<file path="src/rtl/serial_add_ctrl_pkg.sv">
// Shared definitions for the bit-serial adder controller.
// Contents: FSM state encoding and the default operand width.
// No logic; imported by the interface and the controller top.
package serial_add_ctrl_pkg;

  localparam int DEFAULT_WIDTH = 8;

  localparam logic [1:0] ST_IDLE = 2'd0;
  localparam logic [1:0] ST_RUN  = 2'd1;
  localparam logic [1:0] ST_DONE = 2'd2;

  typedef enum logic [1:0] {
    S_IDLE = ST_IDLE,
    S_RUN  = ST_RUN,
    S_DONE = ST_DONE
  } state_t;

endpackage

</file>
<file path="src/rtl/serial_add_ctrl_if.sv">
// Request/result bundle between an add requester and serial_add_ctrl.
// Latency: n/a (wires only). Backpressure: none; start is only honoured when the controller is not busy.
// Ports: start/a/b/cin (requester -> controller), busy/done/sum/cout[/ovf] (controller -> requester).
// ovf exists only when SERIAL_ADD_OVF_EN is defined.
interface serial_add_ctrl_if
  import serial_add_ctrl_pkg::*;
#(
  parameter int WIDTH = DEFAULT_WIDTH
);

  logic             start;
  logic [WIDTH-1:0] a;
  logic [WIDTH-1:0] b;
  logic             cin;
  logic             busy;
  logic             done;
  logic [WIDTH-1:0] sum;
  logic             cout;
`ifdef SERIAL_ADD_OVF_EN
  logic             ovf;
`endif

  // Requester side.
  modport master (
    output start, a, b, cin,
`ifdef SERIAL_ADD_OVF_EN
    input  ovf,
`endif
    input  busy, done, sum, cout
  );

  // Controller side.
  modport slave (
    input  start, a, b, cin,
`ifdef SERIAL_ADD_OVF_EN
    output ovf,
`endif
    output busy, done, sum, cout
  );

endinterface

</file>
<file path="src/rtl/full_adder.sv">
// One-bit full adder cell, the single shared datapath element.
// Latency: purely combinational. Backpressure: none.
// Ports: A, B, carry in; sum, carryout out.
module full_adder (
  input  logic A,
  input  logic B,
  input  logic carry,
  output logic sum,
  output logic carryout
);

  assign sum      = A ^ B ^ carry;
  assign carryout = (A & B) | (carry & (A ^ B));

endmodule

</file>
<file path="src/rtl/serial_add_ctrl.sv">
// Bit-serial adder: time-shares one full_adder across WIDTH bits, LSB first.
// Latency: start accepted at edge 0, busy for cycles 1..WIDTH, done pulse in cycle WIDTH+1.
// Backpressure: start is ignored while busy; a start during the done cycle chains back-to-back.
// Ports: clk, rst_n (async active-low), bus (serial_add_ctrl_if.slave; WIDTH must match).
// Optional: define SERIAL_ADD_OVF_EN to add the registered signed-overflow flag bus.ovf.
module serial_add_ctrl
  import serial_add_ctrl_pkg::*;
#(
  parameter int WIDTH = DEFAULT_WIDTH
)(
  input  logic            clk,
  input  logic            rst_n,
  serial_add_ctrl_if.slave bus
);

  localparam int CNT_W = $clog2(WIDTH + 1);
  localparam logic [CNT_W-1:0] LAST_BIT = CNT_W'(WIDTH - 1);

  state_t           state;
  logic [WIDTH-1:0] a_sh;
  logic [WIDTH-1:0] b_sh;
  logic [WIDTH-1:0] sum_r;
  logic [CNT_W-1:0] cnt;
  logic             carry_r;
  logic             cout_r;
  logic             busy_r;
  logic             done_r;
  logic             fa_sum;
  logic             fa_cout;
`ifdef SERIAL_ADD_OVF_EN
  logic             ovf_r;
`endif

  // Operand bit 0 of the shift registers is always the bit being processed.
  full_adder u_fa (
    .A        (a_sh[0]),
    .B        (b_sh[0]),
    .carry    (carry_r),
    .sum      (fa_sum),
    .carryout (fa_cout)
  );

  always_ff @(posedge clk or negedge rst_n) begin
    if (!rst_n) begin
      state   <= S_IDLE;
      a_sh    <= '0;
      b_sh    <= '0;
      sum_r   <= '0;
      cnt     <= '0;
      carry_r <= 1'b0;
      cout_r  <= 1'b0;
      busy_r  <= 1'b0;
      done_r  <= 1'b0;
`ifdef SERIAL_ADD_OVF_EN
      ovf_r   <= 1'b0;
`endif
    end else begin
      done_r <= 1'b0;
      case (state)
        // DONE accepts a new start exactly like IDLE so requests can chain.
        S_IDLE, S_DONE: begin
          if (bus.start) begin
            a_sh    <= bus.a;
            b_sh    <= bus.b;
            carry_r <= bus.cin;
            cnt     <= '0;
            busy_r  <= 1'b1;
            state   <= S_RUN;
          end else begin
            state   <= S_IDLE;
          end
        end

        S_RUN: begin
          // Sum bits enter at the MSB; after WIDTH shifts bit 0 lands at sum[0].
          sum_r   <= {fa_sum, sum_r[WIDTH-1:1]};
          a_sh    <= a_sh >> 1;
          b_sh    <= b_sh >> 1;
          carry_r <= fa_cout;
          cnt     <= cnt + 1'b1;
          if (cnt == LAST_BIT) begin
            cout_r <= fa_cout;
`ifdef SERIAL_ADD_OVF_EN
            // carry_r is the carry into the MSB on this cycle.
            ovf_r  <= carry_r ^ fa_cout;
`endif
            busy_r <= 1'b0;
            done_r <= 1'b1;
            state  <= S_DONE;
          end
        end

        default: begin
          busy_r <= 1'b0;
          state  <= S_IDLE;
        end
      endcase
    end
  end

  assign bus.busy = busy_r;
  assign bus.done = done_r;
  assign bus.sum  = sum_r;
  assign bus.cout = cout_r;
`ifdef SERIAL_ADD_OVF_EN
  assign bus.ovf  = ovf_r;
`endif

endmodule

</file>
<file path="src/flat_wrapper.sv">
// flat-port wrapper written by rule: the top's interface ports become plain ports
module serial_add_ctrl_flat import serial_add_ctrl_pkg::*;
#(
  parameter int WIDTH = DEFAULT_WIDTH
)
  (clk, rst_n, bus_start, bus_a, bus_b, bus_cin, bus_busy, bus_done, bus_sum, bus_cout);
  serial_add_ctrl_if #(.WIDTH(WIDTH)) bus_i ();
  input  logic clk;
  input  logic rst_n;
  input wire logic [$bits(bus_i.start)-1:0] bus_start;
  input wire logic [$bits(bus_i.a)-1:0] bus_a;
  input wire logic [$bits(bus_i.b)-1:0] bus_b;
  input wire logic [$bits(bus_i.cin)-1:0] bus_cin;
  output wire logic [$bits(bus_i.busy)-1:0] bus_busy;
  output wire logic [$bits(bus_i.done)-1:0] bus_done;
  output wire logic [$bits(bus_i.sum)-1:0] bus_sum;
  output wire logic [$bits(bus_i.cout)-1:0] bus_cout;
  assign bus_i.start = bus_start;
  assign bus_i.a = bus_a;
  assign bus_i.b = bus_b;
  assign bus_i.cin = bus_cin;
  assign bus_busy = bus_i.busy;
  assign bus_done = bus_i.done;
  assign bus_sum = bus_i.sum;
  assign bus_cout = bus_i.cout;
  serial_add_ctrl #(.WIDTH(WIDTH)) u_core (.clk(clk), .rst_n(rst_n), .bus(bus_i));
endmodule
</file>
<file path="config.mk">
export PLATFORM = sky130hd
export DESIGN_NAME = serial_add_ctrl_flat
export DESIGN_NICKNAME = d
export VERILOG_FILES = /design/src/rtl/serial_add_ctrl_pkg.sv /design/src/rtl/serial_add_ctrl_if.sv /design/src/rtl/full_adder.sv /design/src/rtl/serial_add_ctrl.sv /design/src/flat_wrapper.sv
export SDC_FILE = /design/constraint.sdc
export NUM_CORES = 1
export LEC_CHECK = 0
export CAP_MARGIN = 0
export CORE_ASPECT_RATIO = 1.1
export CORE_MARGIN = 1.5
export CORE_UTILIZATION = 49
export DETAILED_ROUTE_END_ITERATION = 8
export HOLD_SLACK_MARGIN = 0.06
export PLACE_DENSITY = 0.77
export SYNTH_ARGS = -nofsm -noshare
export SYNTH_HDL_FRONTEND = slang
export SYNTH_SLANG_ARGS = --single-unit
export TNS_END_PERCENT = 50
</file>
<file path="constraint.sdc">
create_clock -name clk -period 1.75 [get_ports clk]
set_input_delay 0.35 -clock clk [delete_from_list [all_inputs] [get_ports clk]]
set_output_delay 0.35 -clock clk [all_outputs]
set_load 0.05 [all_outputs]
</file>
==> flow_summary.yaml, run 1 <==
setup_path:
  critPathMaxFanout: 4
  worstSetupStartpointType: "register"
  rrSetupSlack_ns: 0.25
  slowest_stage: "dfrtp_1"
  reg2reg_depth: 4
  reg2reg_from: "u_core.cnt[0]$_DFFE_PN0P_"
  cp-end-kind: "register"
  crit_type: "reg2reg"
  cp.arrival_ns: 1.72
  worstPathCellList: "ha_1 -> nand3b_1 -> nor3b_2 -> mux2_2"
  worstPathRequired_ns: 1.97
  cpPeakStageDelay_ns: 0.42
  r2r_end: "u_core.bus.cout$_DFFE_PN0P_"
logic_synthesis:
  synth_seq_area_share_pct: 58.6
  synth_top_cell_by_area: "dfrtp_1"
  yosys_warnings: 0
  synth.distinct_cells: 22
  yosysMostFrequentCell: "dfrtp_1"
  synthCells: 102
  async_flop_share_pct: 100
  synth_commonest_cells: "dfrtp_1, a22o_1, a21o_1"
  synthFlopType: "dfrtp_1"
  synth.top_cell.area_share_pct: 58.6
  synthesis.area_mm2: 0.00145
  synth_nets: 124
  synth_seq_cells: 34
  synthTopCellsByArea: "dfrtp_1, a22o_1, a21o_1"
  postSynthAreaPerCell_um2: 14.2
  synth-edff-count: 0
timing:
  fmax_mhz: 665
  tightest_slew_ns: 0.728
  finalMaxSlewViolations: 0
  finalCritPeriodShare_pct: 85.9
  rsz0062_at_grt: "false"
  whs_ns: 0.400
  clock_skew_ns: 0.0160
  fin_crit_ns: 1.50
  max_slew_margin_pct: 51.4
  setup-violations-final: 0
  hold_viol: 0
routing:
  vias: 980
  routedWlPerCell_um: 15.5
  ant_nets: 0
  drc: 0
  viasPerCell: 5.70
  first_pass_iters: 4
  drt_iter0_markers: 18
  wirelength_um: 2660
cts:
  cts.sinks: 34
  post_cts_buffers: 0
  clk_latency_ns: 0.34
  clockRootBuffer: "clkbuf_4"
  hold_buffers: 0
  clock_path_buffers: 2
  cts.reportedPaths.clkPinSlew_ns: 0.11
  htree_levels: 2
  cts_buffers: 5
  cts.repair.resized: 0
  cts_tree: "yes"
grt:
  grt_use_total_pct: 19.6
  grt_pass1_vias: 1044
  overflow: 0
  grt_max_degree: 35
  grt_pass1_wl_um: 4540
  antenna_found_initial: 0
place:
  hpwl_um: 1910
  port_buffers: 30
  gp_congestion: 0.697
die:
  die_x_um: 54.9
  die_height_um: 60.1
  start_util_pct: 51.8
  row_count: 20
  die_area_mm2: 0.00330
  io_pins: 31
  core-area_mm2: 0.00280
power_and_ir_drop:
  total_power_mw: 3.61
  p_leak_nw: 0.924
  peakVddDrop_v: 0.00126
  power_density_mw_per_mm2: 1990
final_layout:
  final.fill_count: 230
  final_net_count: 160
  multi_input_area_um2: 548
  antenna_cells: 0
  area_growth_pct: 24.9
  drive_gt1_share_pct: 26.6
  final-seq-area_um2: 851
worst_hold_path:
  min_path_type: "in2async"
flow_run:
  max_cap_viol_count: 0
run_status:
  outcome: "finished clean"
[metal layers]
layer	global-route usage, %	vias to the layer above	wire length (um)
met2	32.8	30	1370
li1	-	449	-
met3	7.50	6	146
met1	22.5	495	1100
met4	7.32	0	46
met5	0	-	0
[through the flow]
| stage | cells | setup slack [ns] | util, % | area (um^2) | TNS, ns |
|---|---|---|---|---|---|
| after detailed placement | 164 | -0.0847 | 62.5 | 1750 | -1.01 |
| after CTS | 172 | 0.242 | 64.7 | 1810 | 0 |
| after global routing | 172 | 0.130 | 64.7 | 1810 | 0 |
| after floorplan | 102 | 0.379 | - | 1450 | 0 |
| after global placement | 164 | -0.00190 | 62.5 | 1750 | -0.00492 |
| final | 172 | 0.246 | 64.7 | 1810 | 0 |
[how the worst max path moves through the flow]
stage / from / end / slack, ns
floorplan: u_core.cnt[0]$_DFFE_PN0P_ / u_core.bus.cout$_DFFE_PN0P_ / 0.38
global route: u_core.cnt[0]$_DFFE_PN0P_ / u_core.bus.cout$_DFFE_PN0P_ / 0.13
detailed placement: bus_start / u_core.b_sh[7]$_DFFE_PN0P_ / -0.08
global placement: bus_start / u_core.cnt[1]$_DFFE_PN0P_ / -0.002
CTS: u_core.cnt[0]$_DFFE_PN0P_ / u_core.bus.cout$_DFFE_PN0P_ / 0.24
finish: u_core.cnt[0]$_DFFE_PN0P_ / u_core.bus.cout$_DFFE_PN0P_ / 0.25
[worst max-delay path: cells and delay by family, from the launching register on]
kind,cells,cell delay (ns)
simple gates,2,0.42
flops,1,0.42
mux,1,0.35
fa+ha+maj,1,0.21
[state kept, by name, summed over array words and instances, names as in the netlist]
register	count
u_core.b_sh	8
u_core.state	2
u_core.bus.cout	1
u_core.bus.busy	1
u_core.bus.done	1
u_core.cnt	4
u_core.bus.sum	8
u_core.carry_r	1
u_core.a_sh	8
[area by class of cell]
cell class	count	area share, %
multi-input combinational	62	30.2
tap	33	2.28
timing repair buffer	35	17.1
clock inverter	2	0.690
clock buffer	6	2.83
sequential	34	46.9
[cell usage in the layout, fill, tap and decap left out, drive strengths merged]
cell | synthesis | layout
dfrtp | 34 | 34
a22o | 19 | 19
clkdlybuf4s50 | 0 | 19
a21o | 16 | 16
buf | 6 | 16
mux2 | 9 | 9
clkbuf | 0 | 6
nor2b | 3 | 3
nor2 | 3 | 3
nand3b | 2 | 2
mux2i | 2 | 2
nor3b | 2 | 2
o21ai | 1 | 1
nand2b | 1 | 1
nand4 | 1 | 1
xnor2 | 1 | 1
fa | 1 | 1
ha | 1 | 1
clkinv | 0 | 1
clkinvlp | 0 | 1
[power breakdown]
| part | switching (mW) | internal (mW) | total (mW) |
|---|---|---|---|
| Sequential | 0.245 | 1.14 | 1.39 |
| Combinational | 0.953 | 0.811 | 1.76 |
| Clock | 0.263 | 0.193 | 0.456 |
[cell families (layout without fill, tap and decap cells)]
kind of cell	after synthesis	count (layout)	share of synthesized area, %
compound gates	36	36	20.1
xor+xnor	1	1	0.603
fa+ha+maj	2	2	2.24
buf+inv	6	43	3.70
mux	11	11	8.36
simple gates	12	12	6.46
flops	34	34	58.6
No activity file was read; power rests on OpenSTA's default activity.
==> inputs of run 2 (changes only) <==
- PLACE_DENSITY: 0.77 -> 0.75
==> run 2 against run 1 <==
Against the previous run:
- maximum frequency about the same
- total power decreased by 0.54%
- routed wire length decreased by 1.7%
- critical path depth unchanged
- final area decreased by 0.62%
- highest routed layer unchanged
==> flow_summary.yaml, run 2 (same netlist as run 1, synthesis figures left out) <==
grt:
  grt_use_total_pct: 19.1
  overflow: 0
  grt_max_degree: 35
  grt_pass1_wl_um: 4280
  antenna_found_initial: 0
  grt_pass1_vias: 951
timing:
  max_slew_margin_pct: 54.1
  clock_skew_ns: 0.00478
  layout_setup_ws_ns: 0.246
  whs_ns: 0.407
  tightest_slew_ns: 0.688
  tns_ns: 0
  hold_viol: 0
  finalCritPeriodShare_pct: 85.9
  rsz0062_at_grt: "false"
  fin_crit_ns: 1.50
  finalMaxSlewViolations: 0
  fmax_mhz: 665
  setup-violations-final: 0
power_and_ir_drop:
  peakVddDrop_v: 0.00103
  p_switching_mw: 1.44
  pwr-share-seq_pct: 38.7
  power_density_mw_per_mm2: 1990
  total_power_mw: 3.59
  comb_power_share_pct: 48.8
  power.share.clock_pct: 12.5
  cell_internal_pwr_mw: 2.15
  p_leak_nw: 0.920
  switching_share_pct: 40.2
flow_run:
  max_cap_viol_count: 0
setup_path:
  worstPathRequired_ns: 1.98
  r2r_end: "u_core.bus.cout$_DFFE_PN0P_"
  worstSetupStartpointType: "register"
  cp-end-kind: "register"
  critPathMaxFanout: 4
  rrSetupSlack_ns: 0.25
  cp.arrival_ns: 1.73
  crit_type: "reg2reg"
  reg2reg_depth: 4
  reg2reg_from: "u_core.cnt[0]$_DFFE_PN0P_"
worst_hold_path:
  min_path_type: "in2async"
final_layout:
  final_common_cell: "dfrtp_1"
  final_net_count: 159
  fin_cells: 171
  drive_gt1_share_pct: 25.4
  utilization_pct: 64.3
  mostFrequentLayoutCells: "dfrtp_1, a22o_1, clkdlybuf4s50_1"
  finalInstanceArea_mm2: 0.00180
  antenna_cells: 0
  area_growth_pct: 24.1
die:
  core-area_mm2: 0.00280
  start_util_pct: 51.8
  row_count: 20
  die_height_um: 60.1
  die_x_um: 54.9
  die_area_mm2: 0.00330
  io_pins: 31
cts:
  htree_levels: 2
  hold_buffers: 0
  clockRootBuffer: "clkbuf_4"
  post_cts_buffers: 0
  cts_tree: "yes"
  cts.sinks: 34
  cts.repair.resized: 0
  clock_path_buffers: 2
  cts_buffers: 5
  clk_latency_ns: 0.33
  cts.reportedPaths.clkPinSlew_ns: 0.10
routing:
  routed.top_layer: "met4"
  routedWlPerCell_um: 15.3
  wl_met3_um: 134
  vias: 943
  drt-met1-wl_um: 1150
  viasPerCell: 5.51
  drt_iter0_markers: 6
  ant_nets: 0
  drc: 0
  wl_met2_um: 1280
  wirelength_um: 2620
  first_pass_iters: 4
run_status:
  outcome: "finished clean"
place:
  gp_congestion: 0.712
  placed_cells: 163
  port_buffers: 30
  dpl-instance-area_mm2: 0.00174
  post-place-ws_ns: -0.0123
  hpwl_um: 1860
## run 2: cell count changes in the layout (fill, tap and decap cells not counted)
| cell | previous run | this run |
|---|---|---|
| buf_4 | 16 | 15 |
| clkinvlp_4 | 1 | 0 |
| clkbuf_1 | 0 | 1 |
## run 2: how the worst max path moves through the flow
| stage | start | to | depth (start not counted) |
|---|---|---|---|
| after floorplan | u_core.cnt[0]$_DFFE_PN0P_ | u_core.bus.cout$_DFFE_PN0P_ | 4 |
| final | u_core.cnt[0]$_DFFE_PN0P_ | u_core.bus.cout$_DFFE_PN0P_ | 4 |
| after detailed placement | bus_start | u_core.b_sh[7]$_DFFE_PN0P_ | 4 |
| after CTS | u_core.cnt[0]$_DFFE_PN0P_ | u_core.bus.cout$_DFFE_PN0P_ | 4 |
| after global placement | bus_start | u_core.cnt[2]$_DFFE_PN0P_ | 5 |
| after global routing | u_core.cnt[0]$_DFFE_PN0P_ | u_core.bus.cout$_DFFE_PN0P_ | 4 |
## run 2: layout make-up
cell class	instances	area [um^2]
tap	33	41.3
clock inverter	1	5.00
fill	234	1000
multi-input combinational	62	548
timing repair buffer	34	303
sequential	34	851
clock buffer	7	55.1
## run 2: power by group through the flow
stage | logic [mW] | clock network (mW) | registers (mW)
after floorplan | 0.997 | 0 | 1.75
after global placement | 1.71 | 0 | 1.38
after detailed placement | 1.77 | 0 | 1.41
after CTS | 1.77 | 0.467 | 1.39
after global routing | 1.89 | 0.503 | 1.44
final | 1.75 | 0.447 | 1.39
## run 2: metal layers
layer	up-vias	GRT usage [%]
met5	-	0
met4	0	9.41
met2	22	30.4
li1	452	-
met1	463	22.0
met3	6	7.50
## run 2: worst max-delay path, stage by stage (launching register included)
cell      delay [ns]
dfrtp_1         0.42
ha_1            0.22
nand3b_1        0.16
nor3b_2         0.25
mux2_2          0.35
